===== config.mk =====
export PLATFORM = sky130hd
export DESIGN_NAME = bbox_scanner
export DESIGN_NICKNAME = d
export VERILOG_FILES = /design/src/rtl/bbox_pkg.sv /design/src/rtl/bbox_rd_pipe.sv /design/src/rtl/bbox_scanner.sv
export SDC_FILE = /design/constraint.sdc
export NUM_CORES = 1
export LEC_CHECK = 0
export BUFFER_PORTS_ARGS = -buffer_cell sky130_fd_sc_hd__buf_4
export CAP_MARGIN = 20
export CELL_PAD_IN_SITES_DETAIL_PLACEMENT = 1
export CELL_PAD_IN_SITES_GLOBAL_PLACEMENT = 2
export CORE_MARGIN = 8
export CORE_UTILIZATION = 37
export DETAILED_ROUTE_END_ITERATION = 16
export PLACE_DENSITY = 0.78
export SYNTH_ARGS = -nofsm -noshare
export SYNTH_HDL_FRONTEND = slang
export SYNTH_SLANG_ARGS = --single-unit

===== constraint.sdc =====
create_clock -name clk -period 7.5 [get_ports clk]
set_input_delay 0.75 -clock clk [delete_from_list [all_inputs] [get_ports clk]]
set_output_delay 0.75 -clock clk [all_outputs]
set_load 0.03 [all_outputs]

===== src/rtl/bbox_pkg.sv =====
// Shared types and helpers for the bounding-box scanner.
// The read-pipeline tag carries fixed-width coordinates; COORD_W must not exceed TAG_CW.
package bbox_pkg;

   localparam int TAG_CW = 16;

   typedef enum logic [1:0] {
      ST_IDLE  = 2'd0,
      ST_SCAN  = 2'd1,
      ST_DRAIN = 2'd2,
      ST_DONE  = 2'd3
   } bbox_state_e;

   typedef struct packed {
      logic              valid;
      logic [TAG_CW-1:0] x;
      logic [TAG_CW-1:0] y;
      logic              last;
   } bbox_tag_t;

   // Column-major layout: channels of a pixel are consecutive, then y, then x.
   function automatic logic [31:0] bbox_addr(input logic [31:0] x,
                                             input logic [31:0] y,
                                             input logic [31:0] c,
                                             input logic [31:0] img_h,
                                             input logic [31:0] channels);
      return (x * img_h + y) * channels + c;
   endfunction

endpackage


===== src/rtl/bbox_rd_pipe.sv =====
// RD_LAT-deep delay line that keeps each read's tag aligned with its returning data.
module bbox_rd_pipe
   import bbox_pkg::*;
#(
   parameter int RD_LAT = 1
) (
   input  logic      clk,
   input  logic      rst_n,
   input  bbox_tag_t tag_in,
   output bbox_tag_t tag_out
);

   bbox_tag_t stage_q [RD_LAT];
   bbox_tag_t stage_d [RD_LAT];

   always_comb begin
      stage_d[0] = tag_in;
      for (int i = 1; i < RD_LAT; i++) begin
         stage_d[i] = stage_q[i-1];
      end
   end

   // Reset empties the line so returns from an aborted scan are never folded.
   always_ff @(posedge clk or negedge rst_n) begin
      if (!rst_n) begin
         for (int i = 0; i < RD_LAT; i++) begin
            stage_q[i] <= '0;
         end
      end else begin
         stage_q <= stage_d;
      end
   end

   assign tag_out = stage_q[RD_LAT-1];

endmodule


===== src/rtl/bbox_scanner.sv =====
// Scans a column-major multi-channel image and reports the bounding box of threshold hits.
// Optional BBOX_PIXEL_COUNT_EN adds a pixel_count output counting hit pixels.
module bbox_scanner
   import bbox_pkg::*;
#(
   parameter int IMG_W    = 100,
   parameter int IMG_H    = 100,
   parameter int CHANNELS = 3,
   parameter int DATA_W   = 16,
   parameter int ADDR_W   = 24,
   parameter int COORD_W  = 11,
   parameter int RD_LAT   = 1
) (
   input  logic               clk,
   input  logic               rst_n,
   input  logic               start,
   input  logic [DATA_W-1:0]  threshold,
   output logic               busy,
   output logic               done,
   output logic               rd_en,
   output logic [ADDR_W-1:0]  addr,
   input  logic [DATA_W-1:0]  rddata,
   output logic               obj_found,
   output logic [COORD_W-1:0] x_min,
   output logic [COORD_W-1:0] x_max,
   output logic [COORD_W-1:0] y_min,
   output logic [COORD_W-1:0] y_max
`ifdef BBOX_PIXEL_COUNT_EN
   ,
   output logic [$clog2(IMG_W*IMG_H+1)-1:0] pixel_count
`endif
);

   localparam int CH_W = $clog2(CHANNELS + 1);
   localparam logic [COORD_W-1:0] X_MIN_RST = COORD_W'(IMG_W - 1);
   localparam logic [COORD_W-1:0] Y_MIN_RST = COORD_W'(IMG_H - 1);

   bbox_state_e        state_q, state_d;
   logic [COORD_W-1:0] x_q, x_d, y_q, y_d;
   logic [CH_W-1:0]    c_q, c_d;
   logic [2:0]         drain_q, drain_d;
   logic [DATA_W-1:0]  thr_q, thr_d;
   logic               pix_hit_q, pix_hit_d;
   logic               obj_found_q, obj_found_d;
   logic [COORD_W-1:0] x_min_q, x_min_d, x_max_q, x_max_d;
   logic [COORD_W-1:0] y_min_q, y_min_d, y_max_q, y_max_d;

   logic               last_x, last_y, last_c;
   logic               start_acc;
   logic               word_hit, pixel_hit, fold_hit;
   logic [COORD_W-1:0] tag_x, tag_y;
   bbox_tag_t          tag_in, tag_out;

   assign last_x    = (x_q == COORD_W'(IMG_W - 1));
   assign last_y    = (y_q == COORD_W'(IMG_H - 1));
   assign last_c    = (c_q == CH_W'(CHANNELS - 1));
   assign start_acc = start && ((state_q == ST_IDLE) || (state_q == ST_DONE));

   assign busy  = (state_q == ST_SCAN) || (state_q == ST_DRAIN);
   assign done  = (state_q == ST_DONE);
   assign rd_en = (state_q == ST_SCAN);
   assign addr  = rd_en ? ADDR_W'(bbox_addr(32'(x_q), 32'(y_q), 32'(c_q),
                                            32'(IMG_H), 32'(CHANNELS))) : '0;

   assign tag_in.valid = rd_en;
   assign tag_in.x     = TAG_CW'(x_q);
   assign tag_in.y     = TAG_CW'(y_q);
   assign tag_in.last  = last_c;

   bbox_rd_pipe #(
      .RD_LAT (RD_LAT)
   ) u_rd_pipe (
      .clk     (clk),
      .rst_n   (rst_n),
      .tag_in  (tag_in),
      .tag_out (tag_out)
   );

   assign tag_x     = COORD_W'(tag_out.x);
   assign tag_y     = COORD_W'(tag_out.y);
   assign word_hit  = tag_out.valid && (rddata >= thr_q);
   assign pixel_hit = pix_hit_q || word_hit;
   assign fold_hit  = tag_out.valid && tag_out.last && pixel_hit;

   // Fold returning words into the per-pixel hit, then the box on a pixel's last word.
   always_comb begin
      state_d     = state_q;
      x_d         = x_q;
      y_d         = y_q;
      c_d         = c_q;
      drain_d     = drain_q;
      thr_d       = thr_q;
      pix_hit_d   = pix_hit_q;
      obj_found_d = obj_found_q;
      x_min_d     = x_min_q;
      x_max_d     = x_max_q;
      y_min_d     = y_min_q;
      y_max_d     = y_max_q;

      if (tag_out.valid) begin
         if (tag_out.last) begin
            pix_hit_d = 1'b0;
         end else begin
            pix_hit_d = pixel_hit;
         end
      end

      if (fold_hit) begin
         obj_found_d = 1'b1;
         if (tag_x < x_min_q) x_min_d = tag_x;
         if (tag_x > x_max_q) x_max_d = tag_x;
         if (tag_y < y_min_q) y_min_d = tag_y;
         if (tag_y > y_max_q) y_max_d = tag_y;
      end

      case (state_q)
         ST_IDLE, ST_DONE: begin
            if (start) begin
               state_d     = ST_SCAN;
               thr_d       = threshold;
               x_d         = '0;
               y_d         = '0;
               c_d         = '0;
               pix_hit_d   = 1'b0;
               obj_found_d = 1'b0;
               x_min_d     = X_MIN_RST;
               x_max_d     = '0;
               y_min_d     = Y_MIN_RST;
               y_max_d     = '0;
            end
         end
         ST_SCAN: begin
            if (!last_c) begin
               c_d = c_q + CH_W'(1);
            end else begin
               c_d = '0;
               if (!last_y) begin
                  y_d = y_q + COORD_W'(1);
               end else begin
                  y_d = '0;
                  if (!last_x) begin
                     x_d = x_q + COORD_W'(1);
                  end else begin
                     x_d     = '0;
                     drain_d = '0;
                     state_d = ST_DRAIN;
                  end
               end
            end
         end
         ST_DRAIN: begin
            if (drain_q == 3'(RD_LAT - 1)) begin
               state_d = ST_DONE;
            end else begin
               drain_d = drain_q + 3'd1;
            end
         end
         default: state_d = ST_IDLE;
      endcase
   end

   always_ff @(posedge clk or negedge rst_n) begin
      if (!rst_n) begin
         state_q     <= ST_IDLE;
         x_q         <= '0;
         y_q         <= '0;
         c_q         <= '0;
         drain_q     <= '0;
         thr_q       <= '0;
         pix_hit_q   <= 1'b0;
         obj_found_q <= 1'b0;
         x_min_q     <= X_MIN_RST;
         x_max_q     <= '0;
         y_min_q     <= Y_MIN_RST;
         y_max_q     <= '0;
      end else begin
         state_q     <= state_d;
         x_q         <= x_d;
         y_q         <= y_d;
         c_q         <= c_d;
         drain_q     <= drain_d;
         thr_q       <= thr_d;
         pix_hit_q   <= pix_hit_d;
         obj_found_q <= obj_found_d;
         x_min_q     <= x_min_d;
         x_max_q     <= x_max_d;
         y_min_q     <= y_min_d;
         y_max_q     <= y_max_d;
      end
   end

   assign obj_found = obj_found_q;
   assign x_min     = x_min_q;
   assign x_max     = x_max_q;
   assign y_min     = y_min_q;
   assign y_max     = y_max_q;

`ifdef BBOX_PIXEL_COUNT_EN
   localparam int PC_W = $clog2(IMG_W*IMG_H+1);

   logic [PC_W-1:0] count_q, count_d;

   always_comb begin
      count_d = count_q;
      if (start_acc) begin
         count_d = '0;
      end else if (fold_hit) begin
         count_d = count_q + PC_W'(1);
      end
   end

   always_ff @(posedge clk or negedge rst_n) begin
      if (!rst_n) begin
         count_q <= '0;
      end else begin
         count_q <= count_d;
      end
   end

   assign pixel_count = count_q;
`else
   logic unused_start_acc;
   assign unused_start_acc = start_acc;
`endif

endmodule


==> results of run 1 <==
-- sequential cells by signal, summed over array words and instances (netlist names), 2 cells and up --
| register | cells |
|---|---|
| drain_q | 3 |
| u_rd_pipe.tag_out | 24 |
| c_q | 2 |
| thr_q | 16 |
| x_min | 11 |
| x_max | 11 |
| y_min | 11 |
| y_max | 11 |
| y_q | 11 |
| x_q | 11 |
| state_q | 2 |
-- routing by layer --
metal | vias up | routed length (um)
met5 | - | 0
met4 | 0 | 231
met3 | 13 | 747
met2 | 91 | 10900
met1 | 3417 | 10300
li1 | 3531 | -
-- how the worst min path moves through the flow --
stage | slack [ps] | start | endpoint | depth (start not counted)
floorplan | 410 | y_q[10] | u_rd_pipe.tag_out[11] | 0
CTS | 420 | rst_n | y_max[3] | 1
global placement | 470 | thr_q[0] | thr_q[0] | 2
finish | 400 | rst_n | y_max[3] | 1
detailed placement | 460 | x_q[7] | u_rd_pipe.tag_out[24] | 0
global route | 460 | rst_n | y_max[3] | 1
-- power by group through the flow --
stage	Sequential (mW)	Combinational, mW	Clock, mW
6_report	0.826	1.50	0.763
2_1_floorplan	0.866	1.04	0
3_3_place_gp	0.832	1.50	0
3_5_place_dp	0.837	1.53	0
5_1_grt	0.842	1.70	0.811
4_1_cts	0.828	1.53	0.784
-- layout make-up --
cell class	instances	area, um^2	share of cell area [%]
clock buffers	20	437	4.20
inverters	109	409	3.94
multi-input cells	705	5340	51.4
repair buffers	106	796	7.66
clock inverters	12	115	1.11
well taps	319	399	3.84
flip-flops and latches	115	2890	27.8
-- stage by stage --
| step | setup slack [ps] | utilization [%] |
|---|---|---|
| 5_1_grt | 138 | 44.5 |
| 4_1_cts | 517 | 44.5 |
| 3_3_place_gp | 1130 | 42.1 |
| 2_1_floorplan | 1360 | - |
| 3_5_place_dp | 993 | 42.1 |
| 6_report | 578 | 44.5 |
-- cell families (layout without fill, tap and decap cells) --
group,Yosys count,count (layout),share of synthesized area (%)
AND/OR/NAND/NOR,243,243,13.5
AO/OA/AOI/OAI,233,233,16.7
adder cells (fa/ha/maj),162,162,23.9
buffers and inverters,137,247,6.15
flip-flops,115,115,33.0
XOR/XNOR,46,46,4.60
multiplexers,18,18,2.06
other,1,3,0.0428
-- Yosys cell counts, types with 4 or more instances --
cell / count / area share, %
a211oi_1: 9 / 0.77
a21o_1: 32 / 2.7
a21oi_1: 52 / 3.0
a22o_1: 4 / 0.40
a31oi_1: 8 / 0.57
and2_1: 12 / 0.86
and3_1: 10 / 0.71
buf_1: 4 / 0.17
buf_2: 4 / 0.23
buf_4: 5 / 0.43
clkbuf_1: 15 / 0.64
dfrtp_1: 107 / 31
dfstp_2: 8 / 2.4
fa_1: 9 / 2.1
ha_1: 153 / 22
inv_1: 109 / 4.7
mux2i_1: 18 / 2.1
nand2_1: 51 / 2.2
nand2b_1: 13 / 0.93
nand3_1: 38 / 2.2
nand4_1: 19 / 1.4
nor2_1: 71 / 3.0
nor2b_1: 12 / 0.86
o211ai_1: 7 / 0.60
o21a_1: 8 / 0.69
o21ai_0: 76 / 4.3
o31ai_1: 12 / 1.0
xnor2_1: 22 / 2.2
xor2_1: 24 / 2.4
==> flow_metrics.tcl, run 1 <==
set metrics [dict create \
    cp.arrival_ps 6170 \
    gp_congestion 0.766 \
    cts_tree "done" \
    clk_pin_slew_ps 50 \
    synth-seq-area-share_pct 33.0 \
    globalRouteMet1Util_pct 19.8 \
    use_met2_pct 27.8 \
    netlist_instances 955 \
    busiest_layer "met2" \
    whs_ps 405 \
    synth_area_per_cell_um2 9.17 \
    report.final.slew_viol_count 0 \
    clkPwrFrac_pct 24.7 \
    cpMostUsedCell "ha_1" \
    cts_buffers 17 \
    detailedPlacementHpwl_um 17300 \
    hold_viol_final 0 \
    die-area_um2 28800 \
    final_nets 1251 \
    use_met3_pct 3.20 \
    core_um2 23300 \
    mostFrequentLayoutCell "ha_1" \
    wl_um 22200 \
    end_kind "output port" \
    clockBufferDepth 2 \
    p_leak_nw 5.56 \
    start_util_pct 37.5 \
    startpoint "x_q[2]" \
    die_w_um 170 \
    synth_ff_type "dfrtp_1" \
    min_period_ps 6920 \
    htreeDepth 4 \
    drive_gt1_share_pct 14.2 \
    fin_crit_sh_pct 92.3 \
    cts_setup_buffers 0 \
    r2r-start "thr_q[11]" \
    critPathMaxStageDelay_ps 470 \
    io-pin-count 107 \
    drtPass1Iterations 4 \
    crit_family "adder cells" \
    cp.buffers_inverters 2 \
    power.switching_mw 1.31 \
    swShare_pct 42.4 \
    dpl_cell_area_um2 9830 \
    path_depth 24 \
    grt_max_degree 69 \
    synth_cell_types 58 \
    critPathCapture "addr[18]" \
    holdCritPathClass "input pin to asynchronous set/reset pin" \
    ff2ff_setup_slack_ps 4260 \
    antenna_found_initial 0 \
    n_fill_cell 2725 \
    holdBufCountCts 0 \
    power.total_mw 3.09 \
    path_class "flip-flop to output port" \
    grt_pass1_wl_um 37900 \
    drt-initial-drc-count 388 \
    crit_fanout 7 \
    r2r_cells 10 \
    status "finished, final reports clean" \
    intPower_mw 1.78 \
    vias 7052 \
    worst_clock_skew_ps 9.48 \
    die_height_um 170 \
    grt-ovfl-total 0 \
    async_flop_share_pct 100 \
    stdcell_count 1386 \
    cts_root_buf "clkbuf_16" \
    r2r-end "y_max[8]" \
    wl_per_cell_um 16.0 \
    worst_setup_path_start_kind "flip-flop" \
    cts_resized 0 \
    via_per_inst 5.09 \
    ir_drop_mv 0.214 \
    cts.sinks 115 \
    tightest_slew_ps 907 \
    worstSkewPairLatency_ps 420 \
    setup_tns_ps 0 \
    ant_nets 0 \
    seq_power_share_pct 26.8 \
    synth-edff-count 0 \
    cp_slowest_cell "fa_1" \
    power_frac_comb_pct 48.5 \
    path_cells "inv_1 > ha_1 > ha_1 > fa_1 > ha_1 > nor2b_1 > o21a_1 > nor2_1 > xnor2_1 > ha_1 > nand2_1 > o21ai_0 > nand2_1 > xnor2_1 > ha_1 > ha_1 > a21o_1 > a21o_1 > o21ai_0 > a21oi_1 > o41ai_1 > xor2_1 > nor2_1 > buf_4" \
    grt_pass1_vias 7578 \
    setup_viol 0 \
    grt_usage_pct 15.9 \
    portBuffers 103 \
    mostFrequentLayoutCells "153 x ha_1, 109 x inv_1, 107 x dfrtp_1" \
    synth-seq-cells 115 \
    num_rows 56 \
    power_density_nw_per_um2 297 \
    rsz0062_at_grt "no" \
    syn_to_final_growth_pct 18.7 \
    yosysWarnings 0 \
    drc 0 \
    diodes 0 \
    dp_cells 1354 \
    fin_area_um2 10400 \
    drv_cap 0 \
    fmax_ghz 0.144 \
    netlist_area_um2 8750 \
    slew_headroom_pct 39.4 \
    critPathRequiredTime_ps 6750 \
]
Power figures use the tool's default switching activity.
==> inputs of run 2 (changes only) <==
Settings changed: CORE_MARGIN 8 to 2, PLACE_DENSITY 0.78 to not set, PLACE_DENSITY_LB_ADDON set to 0.1.
==> run 2 against run 1 <==
Compared with the run above: critical path depth unchanged; maximum frequency up 0.32%; via count down 0.40%; routed wire length down 2.5%; clock skew up 2.3 ps; non-clock buffer count unchanged; total power down 0.14%; clock-buffer cell count down 3; sequential share of layout area about the same; utilization about the same; register-to-register slack better by 100 ps; sequential power about the same; critical path type unchanged; critical endpoint unchanged.
==> flow_metrics.tcl, run 2 (synthesized netlist as in run 1, its figures left out) <==
set metrics [dict create \
    status "finished, final reports clean" \
    cp_slowest_cell "fa_1" \
    mostFrequentLayoutCell "ha_1" \
    intPower_mw 1.75 \
    fin_crit_sh_pct 92.0 \
    worstSkewPairLatency_ps 420 \
    clk_pin_slew_ps 50 \
    cpMostUsedCell "ha_1" \
    whs_ps 337 \
    portBuffers 103 \
    final_nets 1251 \
    cp.buffers_inverters 2 \
    drive_gt1_share_pct 14.5 \
    cts.sinks 115 \
    mostFrequentLayoutCells "153 x ha_1, 109 x inv_1, 107 x dfrtp_1" \
    wl_um 21600 \
    p_leak_nw 5.54 \
    num_rows 56 \
    power_frac_comb_pct 48.4 \
    largest_reg_flops 24 \
    grt-ovfl-total 0 \
    power.switching_mw 1.33 \
    holdCritPathClass "input pin to asynchronous set/reset pin" \
    cts_setup_buffers 0 \
    die_w_um 158 \
    worst_setup_path_start_kind "flip-flop" \
    crit_fanout 7 \
    htreeDepth 4 \
    grt_usage_pct 18.3 \
    setup_viol 0 \
    gp_congestion 0.788 \
    worst_clock_skew_ps 11.8 \
    detailedPlacementHpwl_um 16700 \
    core_um2 23300 \
    min_period_ps 6900 \
    report.final.slew_viol_count 0 \
    setup_tns_ps 0 \
    crit_family "adder cells" \
    wl_per_cell_um 15.6 \
    dpl_cell_area_um2 9830 \
    vias 7024 \
    ir_drop_mv 0.198 \
    holdBufCountCts 0 \
    slew_headroom_pct 38.0 \
    power_density_nw_per_um2 296 \
    grt_pass1_wl_um 36500 \
    stdcell_count 1386 \
    cts_root_buf "clkbuf_16" \
    drc 0 \
    dp_cells 1354 \
    rsz0062_at_grt "no" \
    grt_pass1_vias 7371 \
    fmax_ghz 0.145 \
    drtPass1Iterations 5 \
    path_cells "inv_1 > ha_1 > ha_1 > fa_1 > ha_1 > nor2b_1 > o21a_1 > nor2_1 > xnor2_1 > ha_1 > nand2_1 > o21ai_0 > nand2_1 > xnor2_1 > ha_1 > ha_1 > a21o_1 > a21o_1 > o21ai_0 > a21oi_1 > o41ai_1 > xor2_1 > nor2_1 > buf_4" \
    io-pin-count 107 \
    cts_tree "done" \
    critPathRequiredTime_ps 6750 \
    via_per_inst 5.07 \
    swShare_pct 43.2 \
    diodes 0 \
    antenna_found_initial 0 \
    die_height_um 158 \
    end_kind "output port" \
    seq_power_share_pct 26.7 \
    grt_max_degree 72 \
    clockBufferDepth 2 \
    cp.arrival_ps 6150 \
    syn_to_final_growth_pct 18.8 \
    start_util_pct 37.5 \
    path_class "flip-flop to output port" \
    clkPwrFrac_pct 24.9 \
    fin_area_um2 10400 \
    die-area_um2 24900 \
    cts_buffers 17 \
    hold_viol_final 0 \
    ant_nets 0 \
    cts_resized 0 \
    tightest_slew_ps 931 \
    drt-initial-drc-count 216 \
    critPathMaxStageDelay_ps 460 \
    drv_cap 0 \
]
==> run 2: cell types whose count changed in the layout (fill, tap and decap cells not counted), sizes merged <==
cell / change
clkinvlp: +3
clkbuf: -3
bufinv: -1
clkinv: -2
inv: +3
==> run 2: path summary, 6_finish.rpt <==
| path | end | slack [ps] | depth (start not counted) | startpoint |
|---|---|---|---|---|
| max | addr[18] | 600 | 24 | x_q[2] |
| min | c_q[0] | 340 | 1 | rst_n |
| max reg2reg | y_max[8] | 4360 | 10 | thr_q[15] |
| min reg2reg | thr_q[0] | 480 | 2 | thr_q[0] |
| max in group asynchronous | thr_q[13] | 5810 | 2 | rst_n |
| min in group clk | thr_q[0] | 480 | 2 | thr_q[0] |
==> run 2: power groups by stage <==
stage | combinational, mW | clock (mW) | sequential, mW
2_1_floorplan | 1.04 | 0 | 0.866
3_3_place_gp | 1.51 | 0 | 0.832
3_5_place_dp | 1.52 | 0 | 0.837
4_1_cts | 1.53 | 0.792 | 0.826
5_1_grt | 1.69 | 0.819 | 0.842
6_report | 1.49 | 0.767 | 0.823
==> run 2: per-layer routing <==
metal / part of all wire, % / up-vias / global-route usage [%]
li1: - / 3547 / -
met1: 48 / 3373 / 23.5
met2: 48 / 85 / 31.7
met3: 2.3 / 19 / 2.52
met4: 1.4 / 0 / 5.63
met5: 0 / - / 0
==> run 2: through the flow <==
| stage | utilization, % | setup WS (ps) | total power [mW] |
|---|---|---|---|
| finish | 44.6 | 600 | 3.08 |
| global route | 44.6 | 56.3 | 3.35 |
| CTS | 44.6 | 533 | 3.15 |
| detailed placement | 42.1 | 1010 | 2.36 |
| global placement | 42.1 | 1130 | 2.34 |
| floorplan | - | 1360 | 1.90 |
==> run 2: area by class of cell <==
class                   count  area, um^2
clock buffers              17         425
flip-flops and latches    115        2890
multi-input cells         705        5340
clock inverters            15         135
fillers                  2754       12900
inverters                 109         409
well taps                 319         399
repair buffers            106         796
